## src/rtl/alu_issue_pkg.sv

```systemverilog
// Shared opcode/funct constants, FSM states and decode record for the
// ALU issue/commit front-end.
package alu_issue_pkg;

  // Primary opcodes (instr[31:26])
  localparam logic [5:0] OP_RTYPE = 6'h00;
  localparam logic [5:0] OP_BEQ   = 6'h04;
  localparam logic [5:0] OP_BNE   = 6'h05;
  localparam logic [5:0] OP_ADDI  = 6'h08;
  localparam logic [5:0] OP_ADDIU = 6'h09;
  localparam logic [5:0] OP_SLTI  = 6'h0a;
  localparam logic [5:0] OP_SLTIU = 6'h0b;
  localparam logic [5:0] OP_ANDI  = 6'h0c;
  localparam logic [5:0] OP_ORI   = 6'h0d;
  localparam logic [5:0] OP_XORI  = 6'h0e;
  localparam logic [5:0] OP_LW    = 6'h23;
  localparam logic [5:0] OP_SW    = 6'h2b;

  // R-type function codes (instr[5:0])
  localparam logic [5:0] FN_SLL   = 6'h00;
  localparam logic [5:0] FN_SRL   = 6'h02;
  localparam logic [5:0] FN_SRA   = 6'h03;
  localparam logic [5:0] FN_SLLV  = 6'h04;
  localparam logic [5:0] FN_SRLV  = 6'h06;
  localparam logic [5:0] FN_SRAV  = 6'h07;
  localparam logic [5:0] FN_MULT  = 6'h18;
  localparam logic [5:0] FN_MULTU = 6'h19;
  localparam logic [5:0] FN_DIV   = 6'h1a;
  localparam logic [5:0] FN_DIVU  = 6'h1b;
  localparam logic [5:0] FN_ADD   = 6'h20;
  localparam logic [5:0] FN_ADDU  = 6'h21;
  localparam logic [5:0] FN_SUB   = 6'h22;
  localparam logic [5:0] FN_SUBU  = 6'h23;
  localparam logic [5:0] FN_AND   = 6'h24;
  localparam logic [5:0] FN_OR    = 6'h25;
  localparam logic [5:0] FN_XOR   = 6'h26;
  localparam logic [5:0] FN_NOR   = 6'h27;
  localparam logic [5:0] FN_SLT   = 6'h2a;
  localparam logic [5:0] FN_SLTU  = 6'h2b;

  typedef enum logic [2:0] {
    ST_IDLE,
    ST_FETCH,
    ST_DECODE,
    ST_EXEC,
    ST_COMMIT,
    ST_HALT
  } state_e;

  // What an instruction does at commit time
  typedef struct packed {
    logic writes_rd;
    logic writes_rt;
    logic writes_hilo;
    logic is_lw;
    logic is_sw;
    logic is_beq;
    logic is_bne;
    logic traps_ovf;
    logic illegal;
  } dec_t;

  // Branch target: pc + 4 + (sign-extended word offset << 2), modulo 2^32
  function automatic logic [31:0] branch_target(input logic [31:0] pc,
                                                input logic [15:0] imm);
    return pc + 32'd4 + {{14{imm[15]}}, imm, 2'b00};
  endfunction

endpackage

```

## src/rtl/alu_issue_unit_decode.sv

```systemverilog
// Combinational instruction classifier: maps an instruction word to the
// set of commit actions it requires.
module alu_issue_unit_decode
  import alu_issue_pkg::*;
(
  input  logic [31:0] ir_i,
  output dec_t        dec_o
);

  // Classify opcode and, for R-type, the funct field
  always_comb begin
    // NOTE: every output gets a default before the case so no path leaves
    // a field unassigned, which would otherwise infer a latch.
    dec_o = '0;
    case (ir_i[31:26])
      OP_RTYPE: begin
        case (ir_i[5:0])
          FN_SLL, FN_SRL, FN_SRA, FN_SLLV, FN_SRLV, FN_SRAV,
          FN_ADDU, FN_SUBU, FN_AND, FN_OR, FN_XOR, FN_NOR,
          FN_SLT, FN_SLTU:                  dec_o.writes_rd   = 1'b1;
          FN_ADD, FN_SUB: begin
            dec_o.writes_rd = 1'b1;
            dec_o.traps_ovf = 1'b1;
          end
          FN_MULT, FN_MULTU, FN_DIV, FN_DIVU: dec_o.writes_hilo = 1'b1;
          default:                          dec_o.illegal     = 1'b1;
        endcase
      end
      OP_ADDI: begin
        dec_o.writes_rt = 1'b1;
        dec_o.traps_ovf = 1'b1;
      end
      OP_ADDIU, OP_SLTI, OP_SLTIU, OP_ANDI, OP_ORI, OP_XORI:
        dec_o.writes_rt = 1'b1;
      OP_LW: begin
        dec_o.writes_rt = 1'b1;
        dec_o.is_lw     = 1'b1;
      end
      OP_SW:   dec_o.is_sw   = 1'b1;
      OP_BEQ:  dec_o.is_beq  = 1'b1;
      OP_BNE:  dec_o.is_bne  = 1'b1;
      default: dec_o.illegal = 1'b1;
    endcase
  end

endmodule

```

## src/rtl/alu_issue_unit.sv

```systemverilog
// Issue/commit front-end for a combinational MIPS ALU: fetches, reads
// operands, holds them for the ALU, samples its flags and commits.
module alu_issue_unit
  import alu_issue_pkg::*;
#(
  parameter logic [31:0] RESET_PC  = 32'h0000_0000,
  parameter logic [31:0] HALT_WORD = 32'hFFFF_FFFF
) (
  input  logic        clk,
  input  logic        rst,
  output logic        imem_req,
  output logic [31:0] imem_addr,
  input  logic        imem_ack,
  input  logic [31:0] imem_rdata,
  output logic [4:0]  rf_raddr1,
  output logic [4:0]  rf_raddr2,
  input  logic [31:0] rf_rdata1,
  input  logic [31:0] rf_rdata2,
  output logic [31:0] alu_instr,
  output logic [31:0] alu_rs,
  output logic [31:0] alu_rt,
  input  logic        alu_zero,
  input  logic        alu_overflow,
  output logic        wb_en,
  output logic [4:0]  wb_addr,
  output logic        wb_mem,
  output logic        hilo_en,
  output logic        mem_we,
  output logic [31:0] pc,
  output logic        ovf_trap,
  output logic        illegal,
  output logic        halted
);

  state_e      state_q, state_d;
  logic [31:0] pc_q, pc_d;
  logic [31:0] ir_q, rs_q, rt_q;
  logic        zero_q, ovf_q;
  logic        ovf_trap_q, illegal_q;
  dec_t        dec;
  logic        in_commit;
  logic        branch_taken;
  logic        ovf_suppress;

  alu_issue_unit_decode u_decode (
    .ir_i  (ir_q),
    .dec_o (dec)
  );

  assign in_commit    = (state_q == ST_COMMIT);
  assign branch_taken = (dec.is_beq & zero_q) | (dec.is_bne & ~zero_q);
  assign ovf_suppress = dec.traps_ovf & ovf_q;

  // Next state and next PC; the PC only moves when leaving COMMIT
  always_comb begin
    state_d = state_q;
    pc_d    = pc_q;
    case (state_q)
      ST_IDLE:   state_d = ST_FETCH;
      ST_FETCH:  if (imem_ack) state_d = ST_DECODE;
      ST_DECODE: state_d = (ir_q == HALT_WORD) ? ST_HALT : ST_EXEC;
      ST_EXEC:   state_d = ST_COMMIT;
      ST_COMMIT: begin
        state_d = ST_FETCH;
        pc_d    = branch_taken ? branch_target(pc_q, ir_q[15:0]) : pc_q + 32'd4;
      end
      ST_HALT:   state_d = ST_HALT;
      default:   state_d = ST_IDLE;
    endcase
  end

  // State and PC registers
  always_ff @(posedge clk or posedge rst) begin
    // NOTE: sequential state uses non-blocking assignments so every register
    // samples pre-edge values regardless of statement order.
    if (rst) begin
      state_q <= ST_IDLE;
      pc_q    <= RESET_PC;
    end else begin
      state_q <= state_d;
      pc_q    <= pc_d;
    end
  end

  // Instruction, operand and flag capture plus sticky exception flags
  always_ff @(posedge clk or posedge rst) begin
    if (rst) begin
      ir_q       <= '0;
      rs_q       <= '0;
      rt_q       <= '0;
      zero_q     <= 1'b0;
      ovf_q      <= 1'b0;
      ovf_trap_q <= 1'b0;
      illegal_q  <= 1'b0;
    end else begin
      if (state_q == ST_FETCH && imem_ack) ir_q <= imem_rdata;
      if (state_q == ST_DECODE) begin
        rs_q <= rf_rdata1;
        rt_q <= rf_rdata2;
      end
      if (state_q == ST_EXEC) begin
        zero_q <= alu_zero;
        ovf_q  <= alu_overflow;
      end
      if (in_commit && ovf_suppress) ovf_trap_q <= 1'b1;
      if (in_commit && dec.illegal)  illegal_q  <= 1'b1;
    end
  end

  assign imem_req  = (state_q == ST_FETCH);
  assign imem_addr = pc_q;
  assign pc        = pc_q;
  assign rf_raddr1 = ir_q[25:21];
  assign rf_raddr2 = ir_q[20:16];
  assign alu_instr = ir_q;
  assign alu_rs    = rs_q;
  assign alu_rt    = rt_q;

  // Commit strobes; an overflowing add/sub/addi suppresses its write-back
  assign wb_en    = in_commit & (dec.writes_rd | dec.writes_rt) & ~ovf_suppress;
  assign wb_addr  = dec.writes_rd ? ir_q[15:11] : ir_q[20:16];
  assign wb_mem   = in_commit & dec.is_lw;
  assign hilo_en  = in_commit & dec.writes_hilo;
  assign mem_we   = in_commit & dec.is_sw;
  assign ovf_trap = ovf_trap_q;
  assign illegal  = illegal_q;
  assign halted   = (state_q == ST_HALT);

endmodule

```

## config.mk

```make
export PLATFORM = sky130hd
export DESIGN_NAME = alu_issue_unit
export DESIGN_NICKNAME = d
export VERILOG_FILES = /design/src/rtl/alu_issue_pkg.sv /design/src/rtl/alu_issue_unit_decode.sv /design/src/rtl/alu_issue_unit.sv
export SDC_FILE = /design/constraint.sdc
export NUM_CORES = 1
export LEC_CHECK = 0
export CORE_MARGIN = 5
export CORE_UTILIZATION = 45
export DETAILED_ROUTE_END_ITERATION = 16
export GPL_TIMING_DRIVEN = 0
export PLACE_DENSITY_LB_ADDON = 0.15
export SYNTH_ARGS = -nofsm -noshare
export SYNTH_HDL_FRONTEND = slang
export SYNTH_HIERARCHICAL = 1
export SYNTH_SLANG_ARGS = --single-unit
```

## constraint.sdc

```tcl
create_clock -name clk -period 10.6 [get_ports clk]
set_input_delay 1.06 -clock clk [delete_from_list [all_inputs] [get_ports clk]]
set_output_delay 1.06 -clock clk [all_outputs]
set_load 0.01 [all_outputs]
```

==> results of run 1 <==
## worst paths after layout
kind | from | to | slack [ns] | cells after the start
worst max-delay path | imem_addr[8] | imem_addr[31] | 5.95 | 21
min in group asynchronous | rst | alu_rt[14] | 1.10 | 2
worst min-delay path | ovf_trap | ovf_trap | 0.47 | 1
worst max register to register | imem_addr[8] | imem_addr[31] | 5.95 | 21
worst min register to register | ovf_trap | ovf_trap | 0.47 | 1
max in group asynchronous | rst | imem_addr[21] | 8.75 | 3
## flip-flops by register name (all words and copies together), names as in the netlist
register   flops
zero_q         1
ovf_q          1
alu_rt        32
illegal        1
state_q        3
imem_addr     30
alu_rs        32
ovf_trap       1
alu_instr     32
## area by class of cell
class,count,area share
sequential,133,0.279
multi-input combinational,573,0.366
tap,229,0.0240
timing repair buffer,280,0.237
buffer,81,0.0405
clock buffer,19,0.0363
clock inverter,13,0.0125
inverter,13,0.00451
## worst max-delay path, stage by stage, from the launching register on
cell and delay (ns):
dfrtp_1 0.36, buf_2 0.19, and4_1 0.23, nand3_1 0.13, nor2_1 0.17, nand3_1 0.18, or2_1 0.27, clkbuf_1 0.17
nor3_2 0.35, xor2_1 0.12, ha_1 0.29, buf_2 0.20, nand4_4 0.12, nor2_4 0.16, nor4b_4 0.25, and3_1 0.22
a2111oi_2 0.08, a311oi_2 0.27, xnor2_1 0.12, a311o_1 0.38, a21oi_2 0.15, xor2_1 0.17
## cell families after synthesis
family,share of synthesized area
adder cells (fa/ha/maj),0.0588
other,0.000457
XOR/XNOR,0.0576
buffers and inverters,0.0648
AO/OA/AOI/OAI,0.131
multiplexers,0.146
flip-flops,0.405
AND/OR/NAND/NOR,0.136
## placed cells by master (no fill, tap or decap), drive strengths merged, types with 6 or more instances in the layout
cell	count
clkbuf	46
clkdlybuf4s50	279
ha	37
inv	16
a31oi	6
a21oi	52
and3	10
nand4	18
nor4	9
nand2	55
o22ai	8
nand3	27
buf	55
o21a	8
xor2	25
a21o	11
mux2	105
nor3	8
nor2	47
o21ai	39
dfrtp	133
xnor2	29
## power groups by stage
stage	Clock [mW]	Combinational [mW]	Sequential, mW
6_report	0.587	2.23	1.06
5_1_grt	0.620	2.42	1.10
4_1_cts	0.597	2.24	1.06
3_5_place_dp	0	2.22	1.06
3_3_place_gp	0	2.20	1.05
2_1_floorplan	0	1.19	1.09
## through the flow
stage	total power [mW]	hold WS (ns)	setup slack (ns)
2_1_floorplan	2.27	0.493	5.99
3_3_place_gp	3.25	0.448	3.86
3_5_place_dp	3.28	0.453	6.06
4_1_cts	3.89	0.468	6.00
5_1_grt	4.13	0.495	5.68
6_report	3.88	0.466	5.95
## routing by layer
metal  vias to the layer above  track usage  part of all wire
li1                       3450            -                 -
met3                        51       0.0811             0.086
met1                      3501        0.303              0.41
met5                         -            0                 0
met2                       309        0.409              0.48
met4                         0       0.0914             0.029
==> results.toml, run 1 <==
[floorplanning]
initial_core_util = 0.457
pin_count = 284
die_h_um = 145
fp-row-count = 49
die_w_um = 145
dieArea_um2 = 21000
core_area_um2 = 18000

[place]
dp.cells = 1309
place_hpwl_um = 20400
portBuffers = 279
gp_congestion = 0.922
place_area_um2 = 11300

[global_routing]
grt_overflow = 0
grt_pass1_vias = 7592
grt_start_max_net_pins = 68
grt_pass1_wl_um = 42100
track_usage = 0.247
antenna_found_initial = 0

[layout]
areaGrowthSynthToFinish_pct = 45.1
finalInstanceArea_um2 = 11900
num_antenna_cells = 0
post-route-util = 0.663
ff_latch_area_um2 = 3330
multi_input_area_um2 = 4360
final.fill_count = 1477
drive_above_1_share = 0.189
nets = 1238
layoutNonFillerInstCount = 1341

[pwr]
combPwrFrac = 0.576
p_leak_nw = 4.94
power.switching_mw = 1.56
ir_drop_v = 0.000165
seq_power_share = 0.272
power_density_nw_per_um2 = 325
p_clk_frac = 0.151
p_int_mw = 2.31
swShare = 0.403

[drt]
drt_iter0_markers = 456
detail_route.wl_per_cell_um = 19.9
via_count = 7311
drt-vias-per-instance = 5.45
drt-pass1-iter-count = 5
drt_wl_total_um = 26600
drc_errors = 0
postRouteAntennaNets = 0

[critical_path]
crit_fanout = 7
worstPathArrival_ns = 4.99
crit_type = "reg2reg"
cp-end-kind = "register"
required_ns = 10.94
startpoint_type = "register"

[synthesis]
yosysMostFrequentCell = "dfrtp_1"
synth_cell_type_count = 71
netlist_instances = 797
syn_avg_cell_area_um2 = 10.3
yosysSeqAreaShare = 0.405
ys_top_cells_by_count = "dfrtp_1 (133), mux2_2 (105), nand2_1 (54)"
postSynth.asyncResetShare = 1.00
yosysTopAreaCellShare = 0.405
ys_ff_latch = 133
synthFlopType = "dfrtp_1"
synth_top_area_cell = "dfrtp_1"
yosys_warnings = 6
syn_area_um2 = 8210
ys_top_cells_by_area = "dfrtp_1 (41%), mux2_2 (14%), ha_1 (5.6%), buf_4 (4.2%), xnor2_1 (3.1%)"
synth_edf_count = 0

[clock_network]
cts.path.max_buffers = 2
numCtsBuffers = 17
htreeDepth = 4
hold_buffers = 0
root_buffer = "clkbuf_16"
cts_resized = 0
insertion_delay_ns = 0.43
post_cts_buffers = 0
clock_sinks = 133
cts_tree = "built"
clkTransAtPathRegs_ns = 0.06

[sta]
hold_viol = 0
rsz0062_at_grt = "false"
worst_pin_slew_ns = 0.992
min_period_over_period = 0.439
setup_viol = 0
skew_ns = 0.0149
setup_tns_ns = 0
maxSlewViolCount = 0
max_slew_margin = 0.339
max_freq_mhz = 215
final.min_clock_period_ns = 4.65

[hold_path]
holdCritPathClass = "reg2reg"

[run]
maxCapViolCount = 0

[status]
status = "finished clean"
Note: power is estimated with default switching activity, not from simulation.
==> run 2, diff against run 1 <==
==> constraint.sdc (replaced) <==
create_clock -name clk -period 4.4 [get_ports clk]
set_input_delay 0.44 -clock clk [delete_from_list [all_inputs] [get_ports clk]]
set_output_delay 0.44 -clock clk [all_outputs]
set_load 0.01 [all_outputs]
==> run 2 against run 1 <==
Die area unchanged. First-iteration DRC count fell by 6.4%. Register-to-register slack worse by 5.8 ns. Wire length is 0.87% higher. Combinational power grew 140%. Critical path type unchanged. Highest routed layer unchanged.
==> results.toml, run 2 (synthesis results as in run 1) <==
[layout]
areaGrowthSynthToFinish_pct = 47.6
finalInstanceArea_um2 = 12100
final_common_cell = "clkdlybuf4s50_1"
final_cell_mix = "clkdlybuf4s50_1 (279), dfrtp_1 (128), mux2_2 (105)"
num_antenna_cells = 0
nets = 1245
post-route-util = 0.675
drive_above_1_share = 0.215

[critical_path]
startpoint_type = "register"
crit_fanout = 7
crit_type = "reg2reg"
crit_family = "simple AND/OR/NAND/NOR gates"
crit_path_top_delay_cell = "dfrtp_1"
cp-end-kind = "register"
required_ns = 4.74
crit_chain = "buf_6, and4_4, nand3_2, nor2_4, nand3_4, or2_4, nor3_4, xor2_1, ha_1, clkbuf_4, nand4_4, nor2_4, nor4b_4, and3_4, a2111oi_4, a311oi_2, xnor2_1, a311o_1, a21oi_2, xor2_1"
crit_buf_inv = 2
slowest_delay_ns = 0.38
worstPathArrival_ns = 4.54

[floorplanning]
die_h_um = 145
initial_core_util = 0.457
pin_count = 284
core_area_um2 = 18000
die_w_um = 145
fp-row-count = 49
dieArea_um2 = 21000

[place]
place_area_um2 = 11300
place_hpwl_um = 20400
gp_congestion = 0.922
portBuffers = 279

[clock_network]
cts_tree = "built"
numCtsBuffers = 17
cts.path.max_buffers = 2
htreeDepth = 4
hold_buffers = 0
clkTransAtPathRegs_ns = 0.06
root_buffer = "clkbuf_16"
insertion_delay_ns = 0.43
clock_sinks = 133

[drt]
postRouteAntennaNets = 0
via_count = 7385
drt-pass1-iter-count = 5
drt_wl_total_um = 26900
drt_iter0_markers = 427
drc_errors = 0
drt-vias-per-instance = 5.48
detail_route.wl_per_cell_um = 19.9

[pwr]
power_density_nw_per_um2 = 777
ir_drop_v = 0.000398
p_leak_nw = 5.04

[global_routing]
grt_pass1_wl_um = 42200
grt_overflow = 0
grt_pass1_vias = 7632
grt_start_max_net_pins = 68
track_usage = 0.248
antenna_found_initial = 0

[sta]
worst_pin_slew_ns = 0.981
setup_viol = 0
hold_viol = 0
skew_ns = 0.0159
min_period_over_period = 0.955
max_slew_margin = 0.346
max_freq_mhz = 238
maxSlewViolCount = 0
final.min_clock_period_ns = 4.20

[status]
status = "finished clean"

[run]
maxCapViolCount = 0

[hold_path]
holdCritPathClass = "reg2reg"
[run 2: cell count changes in the layout (fill, tap and decap cells not counted), moves of 4 or more]
cell	change
nand3_1	-5
buf_4	+8
nor2_1	-4
dfrtp_1	-5
nand3_2	+4
dfrtp_2	+5
[run 2: per-layer routing]
metal | vias to the layer above | wire (um) | global-route usage
met1 | 3534 | 11000 | 0.302
met2 | 323 | 12900 | 0.409
met4 | 0 | 802 | 0.0933
li1 | 3472 | - | -
met5 | - | 0 | 0
met3 | 56 | 2220 | 0.0823
[run 2: layout make-up]
class / count / area [um2]
Buffer: 79 / 488
Clock buffer: 19 / 433
Multi-Input combinational cell: 573 / 4480
Tap cell: 229 / 287
Timing Repair Buffer: 289 / 2890
Clock inverter: 13 / 149
Fill cell: 1454 / 5850
Inverter: 13 / 53.8
Sequential cell: 133 / 3330
[run 2: timing repair]
action | in CTS | in global routing
pin swaps | 1 | 9
endpoints found under the setup margin | 1 | 3
setup buffers | 2 | 7
resized for setup | 9 | 26
[run 2: through the flow]
step	instances	TNS [ns]	worst slack (ns)	hold slack (ns)	power (mW)
6_report	1348	0	0.197	0.466	9.42
5_1_grt	1348	-0.0192	-0.0192	0.495	10.0
4_1_cts	1342	0	0.0104	0.468	9.38
3_5_place_dp	1309	-0.138	-0.138	0.453	7.90
3_3_place_gp	1308	-227.60	-1.72	0.448	7.82
2_1_floorplan	800	0	0.281	0.493	5.48
[run 2: path summary, 6_finish.rpt]
check | from | to | slack, ns | cells past startpoint
setup / recovery | imem_addr[8] | imem_addr[31] | 0.20 | 20
hold / removal | ovf_trap | ovf_trap | 0.47 | 1
setup reg to reg | imem_addr[8] | imem_addr[31] | 0.20 | 20
hold reg to reg | ovf_trap | ovf_trap | 0.47 | 1
max in group asynchronous | rst | imem_addr[10] | 3.16 | 3
min in group asynchronous | rst | alu_rt[14] | 0.48 | 2
[run 2: where the power goes]
part	leakage, nW	switching [mW]	internal [mW]
Sequential	1.61	0.753	1.81
Clock	0.275	0.574	0.841
Combinational	3.16	2.48	2.96
